`config.mk`:
```
export PLATFORM = sky130hd
export DESIGN_NAME = control_unit_flat
export DESIGN_NICKNAME = d
export VERILOG_FILES = /design/src/rtl/control_unit_pkg.sv /design/src/rtl/control_unit_if.sv /design/src/rtl/control_unit_reg_select_decode.sv /design/src/rtl/control_unit.sv /design/src/flat_wrapper.sv
export SDC_FILE = /design/constraint.sdc
export NUM_CORES = 1
export LEC_CHECK = 0
export CELL_PAD_IN_SITES_DETAIL_PLACEMENT = 1
export CELL_PAD_IN_SITES_GLOBAL_PLACEMENT = 1
export CORE_MARGIN = 3
export CORE_UTILIZATION = 18
export CTS_CLUSTER_DIAMETER = 150
export DETAILED_ROUTE_END_ITERATION = 16
export HOLD_SLACK_MARGIN = 0.05
export PLACE_DENSITY = 0.78
export SLEW_MARGIN = 0
export SYNTH_ARGS = -nofsm -noshare
export SYNTH_HDL_FRONTEND = slang
export SYNTH_SLANG_ARGS = --single-unit
export TNS_END_PERCENT = 100
```
`constraint.sdc`:
```
create_clock -name Clock -period 1.8 [get_ports Clock]
set_input_delay 0.18 -clock Clock [delete_from_list [all_inputs] [get_ports Clock]]
set_output_delay 0.18 -clock Clock [all_outputs]
set_load 0.05 [all_outputs]
```
`src/rtl/control_unit_pkg.sv`:
```
// Shared opcode, state and IR-field definitions for the hardwired control unit.
package cpu_pkg;

    localparam logic [4:0] OP_ADD  = 5'b00011;
    localparam logic [4:0] OP_SUB  = 5'b00100;
    localparam logic [4:0] OP_AND  = 5'b00101;
    localparam logic [4:0] OP_OR   = 5'b00110;
    localparam logic [4:0] OP_SHR  = 5'b00111;
    localparam logic [4:0] OP_SHL  = 5'b01000;
    localparam logic [4:0] OP_ROR  = 5'b01001;
    localparam logic [4:0] OP_ROL  = 5'b01010;
    localparam logic [4:0] OP_MUL  = 5'b01011;
    localparam logic [4:0] OP_DIV  = 5'b01100;
    localparam logic [4:0] OP_NEG  = 5'b01101;
    localparam logic [4:0] OP_NOT  = 5'b01110;
    localparam logic [4:0] OP_NOP  = 5'b11010;
    localparam logic [4:0] OP_HALT = 5'b11011;

    localparam int IR_OP_LSB = 27;
    localparam int IR_RA_LSB = 23;
    localparam int IR_RB_LSB = 19;
    localparam int IR_RC_LSB = 15;

    typedef enum logic [3:0] {
        ST_IDLE   = 4'd0,
        ST_T0     = 4'd1,
        ST_T1     = 4'd2,
        ST_T1W    = 4'd3,
        ST_T2     = 4'd4,
        ST_DEC    = 4'd5,
        ST_T3     = 4'd6,
        ST_T4     = 4'd7,
        ST_T5     = 4'd8,
        ST_T6     = 4'd9,
        ST_HALTED = 4'd10
    } state_e;

    // Opcodes that run the T3..T5(T6) execute sequence.
    function automatic logic op_exec(input logic [4:0] op);
        case (op)
            OP_ADD, OP_SUB, OP_AND, OP_OR, OP_SHR, OP_SHL, OP_ROR, OP_ROL,
            OP_MUL, OP_DIV, OP_NEG, OP_NOT: op_exec = 1'b1;
            default:                        op_exec = 1'b0;
        endcase
    endfunction

    function automatic logic op_muldiv(input logic [4:0] op);
        op_muldiv = (op == OP_MUL) || (op == OP_DIV);
    endfunction

    function automatic logic op_unary(input logic [4:0] op);
        op_unary = (op == OP_NEG) || (op == OP_NOT);
    endfunction

endpackage

```
`src/rtl/control_unit_if.sv`:
```
// Control bundle between the sequencer (master) and the datapath (slave).
interface control_unit_if #(
    parameter int REG_COUNT = 16,
    parameter int OPW       = 5
);
    logic                 run;
    logic                 mem_ready;
    logic [31:0]          IR;
    logic                 PCout, Zhighout, Zlowout, MDRout, HIout, LOout;
    logic                 PCin, IRin, MARin, MDRin, Yin, Zin, HIin, LOin;
    logic                 IncPC, Read;
    logic [REG_COUNT-1:0] Rin;
    logic [REG_COUNT-1:0] Rout;
    logic [OPW-1:0]       alu_op;
    logic                 halted;
    logic [3:0]           state_o;

    modport master (
        input  run, mem_ready, IR,
        output PCout, Zhighout, Zlowout, MDRout, HIout, LOout,
               PCin, IRin, MARin, MDRin, Yin, Zin, HIin, LOin,
               IncPC, Read, Rin, Rout, alu_op, halted, state_o
    );

    modport slave (
        output run, mem_ready, IR,
        input  PCout, Zhighout, Zlowout, MDRout, HIout, LOout,
               PCin, IRin, MARin, MDRin, Yin, Zin, HIin, LOin,
               IncPC, Read, Rin, Rout, alu_op, halted, state_o
    );
endinterface

```
`src/rtl/control_unit_reg_select_decode.sv`:
```
// 4-bit register field to gated one-hot select; fields beyond REG_COUNT select nothing.
module reg_select_decode #(
    parameter int REG_COUNT = 16
) (
    input  logic [3:0]           field_i,
    input  logic                 en_i,
    output logic [REG_COUNT-1:0] onehot_o
);
    always_comb begin
        onehot_o = '0;
        for (int i = 0; i < REG_COUNT; i++) begin
            onehot_o[i] = en_i && (field_i == 4'(i));
        end
    end
endmodule

```
`src/rtl/control_unit.sv`:
```
// Hardwired Moore sequencer for the datapath: fetch, decode, register-format execute.
// Optional macro ILLEGAL_OP_TRAP_EN: undecoded opcodes halt and raise `illegal`.
module control_unit
    import cpu_pkg::*;
#(
    parameter int REG_COUNT = 16,
    parameter int OPW       = 5
) (
    input  logic            Clock,
    input  logic            clear,
`ifdef ILLEGAL_OP_TRAP_EN
    output logic            illegal,
`endif
    control_unit_if.master  bus
);
    localparam logic [3:0] S_IDLE   = ST_IDLE;
    localparam logic [3:0] S_T0     = ST_T0;
    localparam logic [3:0] S_T1     = ST_T1;
    localparam logic [3:0] S_T1W    = ST_T1W;
    localparam logic [3:0] S_T2     = ST_T2;
    localparam logic [3:0] S_DEC    = ST_DEC;
    localparam logic [3:0] S_T3     = ST_T3;
    localparam logic [3:0] S_T4     = ST_T4;
    localparam logic [3:0] S_T5     = ST_T5;
    localparam logic [3:0] S_T6     = ST_T6;
    localparam logic [3:0] S_HALTED = ST_HALTED;

    logic [3:0] state_q, state_d;
    logic [4:0] opcode;
    logic [3:0] ra, rb, rc;
    logic [3:0] rout_field;
    logic       rout_en, rin_en;
    logic       unused_ir;

    assign opcode    = bus.IR[IR_OP_LSB +: 5];
    assign ra        = bus.IR[IR_RA_LSB +: 4];
    assign rb        = bus.IR[IR_RB_LSB +: 4];
    assign rc        = bus.IR[IR_RC_LSB +: 4];
    assign unused_ir = ^bus.IR[IR_RC_LSB-1:0];

    // The DEC state is the pending-decode cycle: IR is stable after the T2 IRin edge.
    always_comb begin
        state_d = state_q;
        case (state_q)
            S_IDLE:  if (bus.run) state_d = S_T0;
            S_T0:    state_d = S_T1;
            S_T1:    state_d = bus.mem_ready ? S_T2 : S_T1W;
            S_T1W:   if (bus.mem_ready) state_d = S_T2;
            S_T2:    state_d = S_DEC;
            S_DEC: begin
                if (opcode == OP_HALT)
                    state_d = S_HALTED;
                else if (op_exec(opcode))
                    state_d = S_T3;
`ifdef ILLEGAL_OP_TRAP_EN
                else if (opcode != OP_NOP)
                    state_d = S_HALTED;
`endif
                else
                    state_d = bus.run ? S_T0 : S_IDLE;
            end
            S_T3:    state_d = S_T4;
            S_T4:    state_d = S_T5;
            S_T5:    state_d = op_muldiv(opcode) ? S_T6 : (bus.run ? S_T0 : S_IDLE);
            S_T6:    state_d = bus.run ? S_T0 : S_IDLE;
            S_HALTED: state_d = S_HALTED;
            default: state_d = S_IDLE;
        endcase
    end

    always_ff @(posedge Clock or posedge clear) begin
        if (clear) state_q <= S_IDLE;
        else       state_q <= state_d;
    end

`ifdef ILLEGAL_OP_TRAP_EN
    logic illegal_q, illegal_d;

    always_comb begin
        illegal_d = illegal_q;
        if (state_q == S_DEC && opcode != OP_HALT && opcode != OP_NOP && !op_exec(opcode))
            illegal_d = 1'b1;
    end

    always_ff @(posedge Clock or posedge clear) begin
        if (clear) illegal_q <= 1'b0;
        else       illegal_q <= illegal_d;
    end

    assign illegal = illegal_q;
`endif

    // NEG/NOT have a single source, so T4 drives Rb again instead of Rc.
    assign rout_en    = (state_q == S_T3) || (state_q == S_T4);
    assign rout_field = (state_q == S_T4 && !op_unary(opcode)) ? rc : rb;
    assign rin_en     = (state_q == S_T5) && !op_muldiv(opcode);

    reg_select_decode #(.REG_COUNT(REG_COUNT)) u_rout_dec (
        .field_i  (rout_field),
        .en_i     (rout_en),
        .onehot_o (bus.Rout)
    );

    reg_select_decode #(.REG_COUNT(REG_COUNT)) u_rin_dec (
        .field_i  (ra),
        .en_i     (rin_en),
        .onehot_o (bus.Rin)
    );

    always_comb begin
        bus.PCout    = 1'b0;
        bus.Zhighout = 1'b0;
        bus.Zlowout  = 1'b0;
        bus.MDRout   = 1'b0;
        bus.HIout    = 1'b0;
        bus.LOout    = 1'b0;
        bus.PCin     = 1'b0;
        bus.IRin     = 1'b0;
        bus.MARin    = 1'b0;
        bus.MDRin    = 1'b0;
        bus.Yin      = 1'b0;
        bus.Zin      = 1'b0;
        bus.HIin     = 1'b0;
        bus.LOin     = 1'b0;
        bus.IncPC    = 1'b0;
        bus.Read     = 1'b0;
        bus.alu_op   = '0;
        case (state_q)
            S_T0: begin
                bus.PCout = 1'b1;
                bus.MARin = 1'b1;
                bus.IncPC = 1'b1;
                bus.Zin   = 1'b1;
            end
            S_T1: begin
                bus.Zlowout = 1'b1;
                bus.PCin    = 1'b1;
                bus.Read    = 1'b1;
                bus.MDRin   = 1'b1;
            end
            S_T1W: begin
                bus.Read  = 1'b1;
                bus.MDRin = 1'b1;
            end
            S_T2: begin
                bus.MDRout = 1'b1;
                bus.IRin   = 1'b1;
            end
            S_T3: bus.Yin = 1'b1;
            S_T4: begin
                bus.Zin    = 1'b1;
                bus.alu_op = bus.IR[IR_OP_LSB +: OPW];
            end
            S_T5: begin
                bus.Zlowout = 1'b1;
                bus.LOin    = op_muldiv(opcode);
            end
            S_T6: begin
                bus.Zhighout = 1'b1;
                bus.HIin     = 1'b1;
            end
            default: ;
        endcase
    end

    assign bus.halted  = (state_q == S_HALTED);
    assign bus.state_o = state_q;

endmodule

```
`src/flat_wrapper.sv`:
```
// flat-port wrapper written by rule: the top's interface ports become plain ports
module control_unit_flat import cpu_pkg::*;
#(
    parameter int REG_COUNT = 16,
    parameter int OPW       = 5
)
  (Clock, clear, bus_run, bus_mem_ready, bus_IR, bus_PCout, bus_Zhighout, bus_Zlowout, bus_MDRout, bus_HIout, bus_LOout, bus_PCin, bus_IRin, bus_MARin, bus_MDRin, bus_Yin, bus_Zin, bus_HIin, bus_LOin, bus_IncPC, bus_Read, bus_Rin, bus_Rout, bus_alu_op, bus_halted, bus_state_o);
  control_unit_if #(.REG_COUNT(REG_COUNT), .OPW(OPW)) bus_i ();
  input  logic Clock;
  input  logic clear;
  input wire logic [$bits(bus_i.run)-1:0] bus_run;
  input wire logic [$bits(bus_i.mem_ready)-1:0] bus_mem_ready;
  input wire logic [$bits(bus_i.IR)-1:0] bus_IR;
  output wire logic [$bits(bus_i.PCout)-1:0] bus_PCout;
  output wire logic [$bits(bus_i.Zhighout)-1:0] bus_Zhighout;
  output wire logic [$bits(bus_i.Zlowout)-1:0] bus_Zlowout;
  output wire logic [$bits(bus_i.MDRout)-1:0] bus_MDRout;
  output wire logic [$bits(bus_i.HIout)-1:0] bus_HIout;
  output wire logic [$bits(bus_i.LOout)-1:0] bus_LOout;
  output wire logic [$bits(bus_i.PCin)-1:0] bus_PCin;
  output wire logic [$bits(bus_i.IRin)-1:0] bus_IRin;
  output wire logic [$bits(bus_i.MARin)-1:0] bus_MARin;
  output wire logic [$bits(bus_i.MDRin)-1:0] bus_MDRin;
  output wire logic [$bits(bus_i.Yin)-1:0] bus_Yin;
  output wire logic [$bits(bus_i.Zin)-1:0] bus_Zin;
  output wire logic [$bits(bus_i.HIin)-1:0] bus_HIin;
  output wire logic [$bits(bus_i.LOin)-1:0] bus_LOin;
  output wire logic [$bits(bus_i.IncPC)-1:0] bus_IncPC;
  output wire logic [$bits(bus_i.Read)-1:0] bus_Read;
  output wire logic [$bits(bus_i.Rin)-1:0] bus_Rin;
  output wire logic [$bits(bus_i.Rout)-1:0] bus_Rout;
  output wire logic [$bits(bus_i.alu_op)-1:0] bus_alu_op;
  output wire logic [$bits(bus_i.halted)-1:0] bus_halted;
  output wire logic [$bits(bus_i.state_o)-1:0] bus_state_o;
  assign bus_i.run = bus_run;
  assign bus_i.mem_ready = bus_mem_ready;
  assign bus_i.IR = bus_IR;
  assign bus_PCout = bus_i.PCout;
  assign bus_Zhighout = bus_i.Zhighout;
  assign bus_Zlowout = bus_i.Zlowout;
  assign bus_MDRout = bus_i.MDRout;
  assign bus_HIout = bus_i.HIout;
  assign bus_LOout = bus_i.LOout;
  assign bus_PCin = bus_i.PCin;
  assign bus_IRin = bus_i.IRin;
  assign bus_MARin = bus_i.MARin;
  assign bus_MDRin = bus_i.MDRin;
  assign bus_Yin = bus_i.Yin;
  assign bus_Zin = bus_i.Zin;
  assign bus_HIin = bus_i.HIin;
  assign bus_LOin = bus_i.LOin;
  assign bus_IncPC = bus_i.IncPC;
  assign bus_Read = bus_i.Read;
  assign bus_Rin = bus_i.Rin;
  assign bus_Rout = bus_i.Rout;
  assign bus_alu_op = bus_i.alu_op;
  assign bus_halted = bus_i.halted;
  assign bus_state_o = bus_i.state_o;
  control_unit #(.REG_COUNT(REG_COUNT), .OPW(OPW)) u_core (.Clock(Clock), .clear(clear), .bus(bus_i));
endmodule
```
Yosys cells after proc, flatten, opt, wreduce, memory -nomap -nowiden
Memory sizes are Yosys's and may differ from the RTL's.
Index checks and enable logic that the tools add are counted.
W data, S select, Z words.
{"block": "classes", "n_addsub": 0, "mul": 0, "div_mod_pow": 0, "n_lt_le_gt_ge": 0, "eq_ne": 47, "shift": 0, "muxes": 22, "bitwise_logic": 0, "n_reduce_logical": 46}
{"op": "$eq A4 B4 Y1 const B", "n": 19}
{"op": "$eq A4 B3 Y1 const B", "n": 12}
{"op": "$pmux W4 S11", "n": 1}
{"op": "$logic_and A1 B1 Y1", "n": 34}
{"op": "$eq A4 B2 Y1 const B", "n": 6}
{"op": "$mux W4", "n": 6}
{"op": "$eq A5 B4 Y1 const B", "n": 4}
{"op": "$mux W1", "n": 13}
{"op": "$eq A4 B1 Y1 const B", "n": 3}
{"op": "$logic_not A4 Y1", "n": 3}
{"op": "$reduce_or A2 Y1", "n": 3}
{"op": "$eq A5 B5 Y1 const B", "n": 1}
{"op": "$mux W5", "n": 1}
{"op": "$ne A2 B2 Y1 const B", "n": 2}
{"op": "$logic_or A1 B1 Y1", "n": 3}
{"op": "$mux W3", "n": 1}
{"op": "$logic_not A1 Y1", "n": 2}
{"op": "$reduce_and A2 Y1", "n": 1}
{"block": "word_totals", "regBits": 4, "latch_bits": 0, "mem_bits_rw": 0, "romBits": 16, "inputBits": 36, "out_inout_bits": 58, "wordCells": 117, "memories": 1}
{"memory": "(no name shown)", "depth": 16, "word_bits": 1, "rd": 1, "rd_ports_with_merged_regs": 0, "write_ports": 0, "line_no": "control_unit_pkg.sv:40", "text": "case (op)"}

Longest topological paths before layout
Gate-level depths: netlist (run 1).
{"block": "depth", "ltp_word": 7, "mapped_depth": 5, "ltp_nobuf": 4}

Hierarchy
Synthesis (run 1) repeated with hierarchy kept, for this count alone.
{"block": "hier_totals", "cells_unflattened": 138, "area_unflattened_um2": 838.3}
{"module": "control_unit", "instances": 1, "cells_each": 92, "area_each_um2": 603.1, "seq_area_each_um2": 100.1}
{"module": "reg_select_decode", "instances": 2, "cells_each": 23, "area_each_um2": 117.6, "seq_area_each_um2": 0.0}

Worst setup path after synthesis (run 1)
Ideal clock, no wire load.
{"block": "synth_timing", "path_kind": "reg-to-output", "startpoint": "register u_core.state_q[2] (netlist: u_core.bus.state_o[2])", "endpoint": "output port bus_MDRout", "arrival_time_ns": 3.075, "required_ns": 1.620, "setup_slack_ns": -1.455, "path_stages_with_launch": 5, "n_path_buf": 2, "path_cell_list": "dfrtp_1 > clkbuf_1 > inv_1 > nor4_1 > buf_4"}
{"block": "synth_between", "elab_chain_cells": 2}
{"item": "start, declared", "line_no": "control_unit.sv:28", "text": "logic [3:0] state_q, state_d;"}
{"item": "start signal, assigned", "line_no": "control_unit.sv:73", "text": "else state_q <= state_d;"}
{"item": "$eq A4 B3 Y1"}
{"item": "$mux W1"}
{"item": "end, declared", "line_no": "flat_wrapper.sv:17", "text": "output wire logic [$bits(bus_i.MDRout)-1:0] bus_MDRout;"}
No other way between the ends.

Final worst setup path (run 1)
{"block": "layout_timing", "startpoint": "register u_core.state_q[2] (netlist: u_core.bus.state_o[2])", "endpoint": "output port bus_Rout[11]"}
{"block": "layout_between", "elab_chain_cells": 5, "elab_cells_between_ends": 7, "classes_between": "eq/ne: 3; mux: 1; reduce/logical: 3"}
{"item": "$eq A4 B3 Y1", "line_no": "control_unit.sv:94, control_unit.sv:95"}
{"item": "$logic_and A1 B1 Y1", "line_no": "control_unit.sv:95", "text": "assign rout_field = (state_q == S_T4 && !op_unary(opcode)) ? rc : rb;"}
{"item": "$mux W4", "line_no": "control_unit.sv:95"}
{"item": "$eq A4 B4 Y1", "line_no": "control_unit_reg_select_decode.sv:12", "text": "onehot_o[i] = en_i && (field_i == 4'(i));"}
{"item": "$logic_and A1 B1 Y1 *", "line_no": "control_unit_reg_select_decode.sv:12"}
{"item": "end, declared", "line_no": "flat_wrapper.sv:31", "text": "output wire logic [$bits(bus_i.Rout)-1:0] bus_Rout;"}
Mark *: on every way between the ends. The rest lies on a longest branch, timed or not.

==> impl_metrics.yaml, run 1 <==
run_status:
  result_of_the_run: "finished, violations left"
  violations: "negative setup slack"
die:
  site_row_count: 25
  initial_utilization_pct: 19.2
  io_pins: 94
  die_h_um: 78.1
  floorplan.core_area_um2: 4880
  horizontal_die_dimension_um: 78.1
  full_die_area_um2: 6090
pwr:
  power_frac_seq_pct: 5.6
  vdd_ir_drop_max_uv: 735
  clock_group_share_of_total_power_pct: 5.9
  power.density_cell_area_nw_per_um2: 1010
  internal_power_of_the_cells_uw: 1500
  power_frac_comb_pct: 88.5
  switchingPower_uw: 1690
  swShare_pct: 52.9
  total_leakage_power_uw: 0.00130
setup_path:
  timing.critical_path.required_ns: 1.62
  r2r_cells: 5
  start_kind: "flip-flop"
  ff2ff_setup_slack_ns: 0.10
  critical_path_class: "flip-flop to primary output"
  critical_path.reg2reg.endpoint: "u_core.bus.state_o[0]$_DFFE_PP0P_"
  crit_path_end_kind: "primary output"
  worstSetupStartpoint: "u_core.bus.state_o[2]$_DFFE_PP0P_"
  reg2reg_from: "u_core.bus.state_o[3]$_DFFE_PP0P_"
  timing.critical_path.arrival_ns: 2.03
  critical_path_fanouts_max: 4
  worst_setup_path_endpoint: "bus_Rout[11]"
global_route:
  grt_most_used_layer: "met2"
  use_met2_pct: 44.5
  global_route.overflow_total: 0
  number_of_antenna_violations_at_the_first_check_in_global_routing: 0
  grt_start_max_net_pins: 13
  first_global_vias: 1772
  grt_first_pass_wirelength_um: 10300
  grt_util_all_layers_pct: 22.3
  globalRouteMet3Util_pct: 3.10
  met1_usage_pct: 23.5
place:
  gp_congestion: 0.784
  post_dp_cell_area_um2: 2820
  detailed_place_hpwl_um: 4870
  placement.io_buffers: 76
cts:
  tritoncts: "yes"
  htree_levels: 1
  clkTransAtPathRegs_ns: 0.03
  clock-root-buffer: "clkbuf_8"
  worst_skew_pair.late_latency_ns: 0.21
  cts-root-to-sink-buffers: 2
  clock-sinks: 4
  numCtsBuffers: 3
  postCtsHoldBufs: 0
logic_synthesis:
  synth-seq-area-share_pct: 10.7
  asyncSetResetFlopFracSynth_pct: 100
  post_synth_num_cell_types: 48
  synth.largest_area_cell: "nor3_1"
  synth_edf_count: 0
  synth.top_cells.by_area: "nor3_1 (12%), dfrtp_1 (11%), nor2_1 (8.0%)"
  area_share_of_the_leading_cell_type_in_the_synthesized_netlist_pct: 11.8
  synth_cells: 140
  synth_warnings: 0
  netlist_area_um2: 935
  most_frequent_cell_after_synthesis: "nor3_1"
  ys_ff_latch: 4
  synthesis.area_per_instance_um2: 6.68
  synthTopCellsByCount: "nor3_1 (22), nor2_1 (20), nor2b_1 (8)"
  synth-main-ff-cell: "dfrtp_1"
drt:
  drt_pass1_iterations: 4
  route.detailed.wl_per_inst_um: 22.9
  drc_viols: 0
  final_antenna_net_count: 0
  dr.first_iter.drc_count: 42
  via_count: 1654
  total_routed_length_um: 7480
  routed_via_density: 5.06
flow_run:
  cap_violations: 0
layout:
  areaGrowthSynthToFinish_pct: 237
  antenna-diode-count: 0
  design.final.nets: 298
  final_layout_size_suffix_gt1_share_pct: 69.2
  post-route-cell-area_um2: 3150
  largest_register_ff_count: 4
timing:
  final.min_clock_period_ns: 2.21
  report.final.setup_viol: 32
  hold_slack_ns: 0.198
  clock_skew_ns: 0.00103
  maxClockFrequency_mhz: 453
  grt_setup_unrepaired: "yes"
  setup_ws_final_ns: -0.408
  slew_viol_final: 0
  hold_viol_final: 0
  fin_crit_sh_pct: 123
hold_path:
  worst_hold_path_type: "input port to asynchronous set/reset pin"
[worst min path at each step]
| stage | from | to | slack (ns) |
|---|---|---|---|
| finish | clear | u_core.bus.state_o[0]$_DFFE_PP0P_ | 0.20 |
| global placement | clear | u_core.bus.state_o[0]$_DFFE_PP0P_ | 0.38 |
| CTS | clear | u_core.bus.state_o[3]$_DFFE_PP0P_ | 0.16 |
| detailed placement | clear | u_core.bus.state_o[3]$_DFFE_PP0P_ | 0.39 |
| floorplan | clear | u_core.bus.state_o[0]$_DFFE_PP0P_ | -0.05 |
| global route | clear | u_core.bus.state_o[3]$_DFFE_PP0P_ | 0.19 |
[final cells by class]
cell class | instances | area (µm²)
fill | 517 | 1730
timing repair buffer | 128 | 1660
multi-input combinational | 118 | 1230
sequential | 4 | 105
tap | 67 | 83.8
clock buffer | 3 | 41.3
inverter | 7 | 26.3
[cells by family (layout without fill, tap and decap cells)]
kind of cell	after synthesis	in the layout	share of synthesized area (%)
multiplexers	6	6	6.69
AND/OR/NAND/NOR	85	85	50.2
AO/OA/AOI/OAI	24	24	19.7
buffers and inverters	19	138	10.6
flip-flops	4	4	10.7
XOR/XNOR	1	1	1.74
other	1	2	0.401
[repair_timing]
| action | 4_1_cts | 5_1_grt |
|---|---|---|
| endpoints found under the setup margin | 38 | 40 |
| gates cloned | 0 | 0 |
| buffers inserted | 9 | 7 |
| endpoints found under the hold margin | 0 | 0 |
| pin swaps | 21 | 13 |
| resized for setup | 39 | 12 |
[power groups by stage]
stage	combinational, µW	sequential [µW]	clock (µW)
2_1_floorplan	1240	295	0
3_3_place_gp	2370	158	0
3_5_place_dp	2440	162	0
4_1_cts	2610	163	188
5_1_grt	2920	181	206
6_report	2820	179	188
[worst max-delay path, cell delays in order, from the launching register on]
cell and delay, ns:
dfrtp_2 0.42, and4b_2 0.30, buf_6 0.15, o21ai_4 0.10, buf_6 0.15, mux2i_4 0.42
nor3_4 0.09, buf_6 0.17
[routing by layer]
| layer | routed length, µm | vias to the layer above |
|---|---|---|
| met1 | 2670 | 827 |
| met4 | 204 | 0 |
| met5 | 0 | - |
| li1 | - | 749 |
| met2 | 4360 | 63 |
| met3 | 235 | 15 |
[placed cells by master, fill, tap and decap left out, types with 2 or more instances in the layout]
| cell type | Yosys | layout |
|---|---|---|
| nor2b_4 | 0 | 2 |
| dfrtp_2 | 0 | 4 |
| nor2_2 | 0 | 2 |
| nand3b_1 | 2 | 2 |
| buf_12 | 0 | 46 |
| mux2i_4 | 0 | 2 |
| o211ai_1 | 2 | 2 |
| a311oi_1 | 2 | 2 |
| o21ai_0 | 3 | 3 |
| clkbuf_8 | 0 | 3 |
| nor2b_1 | 8 | 6 |
| nand2_1 | 6 | 6 |
| buf_6 | 0 | 21 |
| clkdlybuf4s50_1 | 0 | 15 |
| nor3_4 | 0 | 22 |
| nand2b_4 | 0 | 3 |
| mux2_4 | 0 | 2 |
| o21ai_4 | 0 | 2 |
| or2b_1 | 2 | 2 |
| dlygate4sd2_1 | 0 | 5 |
| nor2_4 | 0 | 13 |
| nand4_1 | 2 | 2 |
| nand4b_1 | 2 | 2 |
| a21oi_1 | 3 | 3 |
| mux2i_2 | 0 | 2 |
| and2_1 | 5 | 4 |
| buf_4 | 7 | 41 |
| inv_1 | 7 | 6 |
| nor2_1 | 20 | 5 |
| conb_1 | 1 | 2 |
[per-stage QoR]
step | total power [µW] | setup slack [ns] | TNS, ns | instances | utilization [%]
5_1_grt | 3310 | -0.459 | -10.45 | 327 | 64.5
6_report | 3190 | -0.408 | -8.25 | 327 | 64.5
2_1_floorplan | 1530 | -0.366 | -7.62 | 141 | -
3_5_place_dp | 2600 | -0.614 | -14.50 | 311 | 57.8
3_3_place_gp | 2530 | -0.512 | -11.92 | 311 | 57.8
4_1_cts | 2960 | -0.335 | -6.67 | 323 | 63.0
(Power assumes the default switching activity.)
==> inputs of run 2 (changes only) <==
- ABC_CLOCK_PERIOD_IN_PS: default -> 1800
==> results of run 2 <==
No change in the layout: final DEF, timing and power equal those of run 1.
==> inputs of run 3 (changes only) <==
--- a/config.mk
+++ b/config.mk
@@ -9,4 +9,5 @@
 export CELL_PAD_IN_SITES_DETAIL_PLACEMENT = 1
 export CELL_PAD_IN_SITES_GLOBAL_PLACEMENT = 1
+export CORE_ASPECT_RATIO = 1.25
 export CORE_MARGIN = 3
 export CORE_UTILIZATION = 18
==> constraint.sdc (replaced) <==
create_clock -name Clock -period 1.8 [get_ports Clock]
set_input_delay 0.18 -clock Clock [delete_from_list [all_inputs] [get_ports Clock]]
set_output_delay 0.18 -clock Clock [all_outputs]
set_load 0.1 [all_outputs]
==> impl_metrics.yaml, run 3 (synthesis gave the netlist of run 1 again) <==
layout:
  multiInputGateArea_um2: 1220
  nFillCells: 469
  final_layout_size_suffix_gt1_share_pct: 69.7
  post-route-cell-area_um2: 3240
  regArea_um2: 115
  layout_common_cells: "buf_12 (59), buf_4 (28), nor3_4 (22)"
  largest_register_ff_count: 4
  layout_commonest_cell: "buf_12"
  design.final.nets: 292
  areaGrowthSynthToFinish_pct: 247
  final_core_utilization_pct: 66.6
  antenna-diode-count: 0
timing:
  hold_slack_ns: 0.173
  final.min_clock_period_ns: 2.20
  fin_crit_sh_pct: 122
  report.final.setup_viol: 45
  grt_setup_unrepaired: "yes"
  clock_skew_ns: 0.00156
  hold_viol_final: 0
  setup_ws_final_ns: -0.401
  slew_viol_final: 0
  maxClockFrequency_mhz: 454
cts:
  htree_levels: 1
  numCtsBuffers: 3
  cts-root-to-sink-buffers: 2
  tritoncts: "yes"
  clock-sinks: 4
  clkTransAtPathRegs_ns: 0.03
  worst_skew_pair.late_latency_ns: 0.22
  clock-root-buffer: "clkbuf_8"
place:
  gp_congestion: 0.774
  placement.io_buffers: 76
  post_dp_cell_area_um2: 2970
  preCtsSetupSlack_ns: -0.584
  detailed_place_hpwl_um: 4690
global_route:
  first_global_vias: 1817
  globalRouteMet3Util_pct: 4.99
  grt_first_pass_wirelength_um: 9920
  global_route.overflow_total: 0
  grt_start_max_net_pins: 15
  grt_most_used_layer: "met2"
  number_of_antenna_violations_at_the_first_check_in_global_routing: 0
  met1_usage_pct: 21.3
  use_met2_pct: 41.2
  grt_util_all_layers_pct: 20.7
drt:
  drc_viols: 0
  route.detailed.wl_per_inst_um: 21.0
  drt_pass1_iterations: 4
  routed_via_density: 5.11
  final_antenna_net_count: 0
  total_routed_length_um: 6580
  via_count: 1604
  dr.first_iter.drc_count: 71
setup_path:
  critical_path_fanouts_max: 8
  crit_path_end_kind: "primary output"
  critical_path.max_stage_delay_ns: 0.50
  timing.critical_path.arrival_ns: 2.02
  crit_path_cell_trace: "and4b_2, o21a_4, o31a_4, nor3_4, buf_12"
  start_kind: "flip-flop"
  critical_path_class: "flip-flop to primary output"
  timing.critical_path.required_ns: 1.62
  critical_path_top_delay_cell: "dfrtp_4"
pwr:
  total_leakage_power_uw: 0.00129
  switchingPower_uw: 2300
  internal_power_of_the_cells_uw: 1650
  power_frac_seq_pct: 5.2
  power_frac_comb_pct: 89.9
  clock_group_share_of_total_power_pct: 4.8
  power.density_cell_area_nw_per_um2: 1220
  vdd_ir_drop_max_uv: 583
  swShare_pct: 58.2
  finalPower_uw: 3950
hold_path:
  worst_hold_path_type: "input port to asynchronous set/reset pin"
die:
  initial_utilization_pct: 19.2
  horizontal_die_dimension_um: 70.5
  floorplan.core_area_um2: 4870
  die_h_um: 86.6
  site_row_count: 28
  io_pins: 94
  full_die_area_um2: 6100
run_status:
  result_of_the_run: "finished, violations left"
  violations: "negative setup slack"
flow_run:
  cap_violations: 0
## run 3: cell types whose count changed in the layout (fill, tap and decap cells not counted), moves of 2 or more
cell	previous run	this run
buf_12	46	59
mux2i_1	0	2
buf_4	41	28
buf_6	21	14
and2_1	4	0
and2_4	1	3
nor2_1	5	3
dfrtp_4	0	4
dfrtp_2	4	0
and2_2	1	3
nor2_4	13	16
o21ai_1	0	2
## run 3: through the flow
step / TNS (ns) / instances
detailed placement: -15.19 / 303
global placement: -12.57 / 303
floorplan: -26.13 / 141
global route: -12.83 / 314
finish: -10.80 / 314
CTS: -9.66 / 311
## run 3: power by group through the flow
stage / Combinational [µW] / Sequential [µW] / Clock, µW
2_1_floorplan: 1860 / 443 / 0
3_3_place_gp: 3130 / 196 / 0
3_5_place_dp: 3190 / 201 / 0
4_1_cts: 3420 / 195 / 189
5_1_grt: 3670 / 209 / 198
6_report: 3550 / 207 / 191
## run 3: layer usage
metal / up-vias / share of wire (%)
li1: 731 / -
met1: 779 / 32
met2: 82 / 59
met3: 12 / 7.3
met4: 0 / 1.8
met5: - / 0
## run 3: critical path: cells and delay by family, from the launching register on
| kind | cells | cell delay (ns) |
|---|---|---|
| DFF | 1 | 0.50 |
| buffers and inverters | 1 | 0.20 |
| and+or+nand+nor | 2 | 0.51 |
| AOI/OAI and AO/OA | 2 | 0.58 |
## run 3: timing repair
item,4_1_cts,5_1_grt
setup endpoints to repair,42,43
setup buffers,7,3
gates cloned,0,0
pin swaps,16,14
resized for setup,38,12
hold buffers,0,0
## run 3: path summary, 6_finish.rpt
check | slack, ns | cells past startpoint | end | start
max in group asynchronous | 1.43 | 2 | u_core.bus.state_o[0]$_DFFE_PP0P_ | clear
min in group Clock | 0.52 | 3 | u_core.bus.state_o[3]$_DFFE_PP0P_ | bus_IR[29]
setup / recovery | -0.40 | 5 | bus_Rout[1] | u_core.bus.state_o[0]$_DFFE_PP0P_
hold reg to reg | 0.81 | 2 | u_core.bus.state_o[1]$_DFFE_PP0P_ | u_core.bus.state_o[1]$_DFFE_PP0P_
setup reg to reg | 0.06 | 7 | u_core.bus.state_o[0]$_DFFE_PP0P_ | u_core.bus.state_o[1]$_DFFE_PP0P_
hold / removal | 0.17 | 2 | u_core.bus.state_o[3]$_DFFE_PP0P_ | clear
## run 3: area by class of cell
type / instances / share of cell area [%]
sequential: 4 / 3.55
inverter: 7 / 0.926
multi-input combinational: 118 / 37.8
clock buffer: 3 / 1.27
tap: 60 / 2.31
timing repair buffer: 122 / 54.2
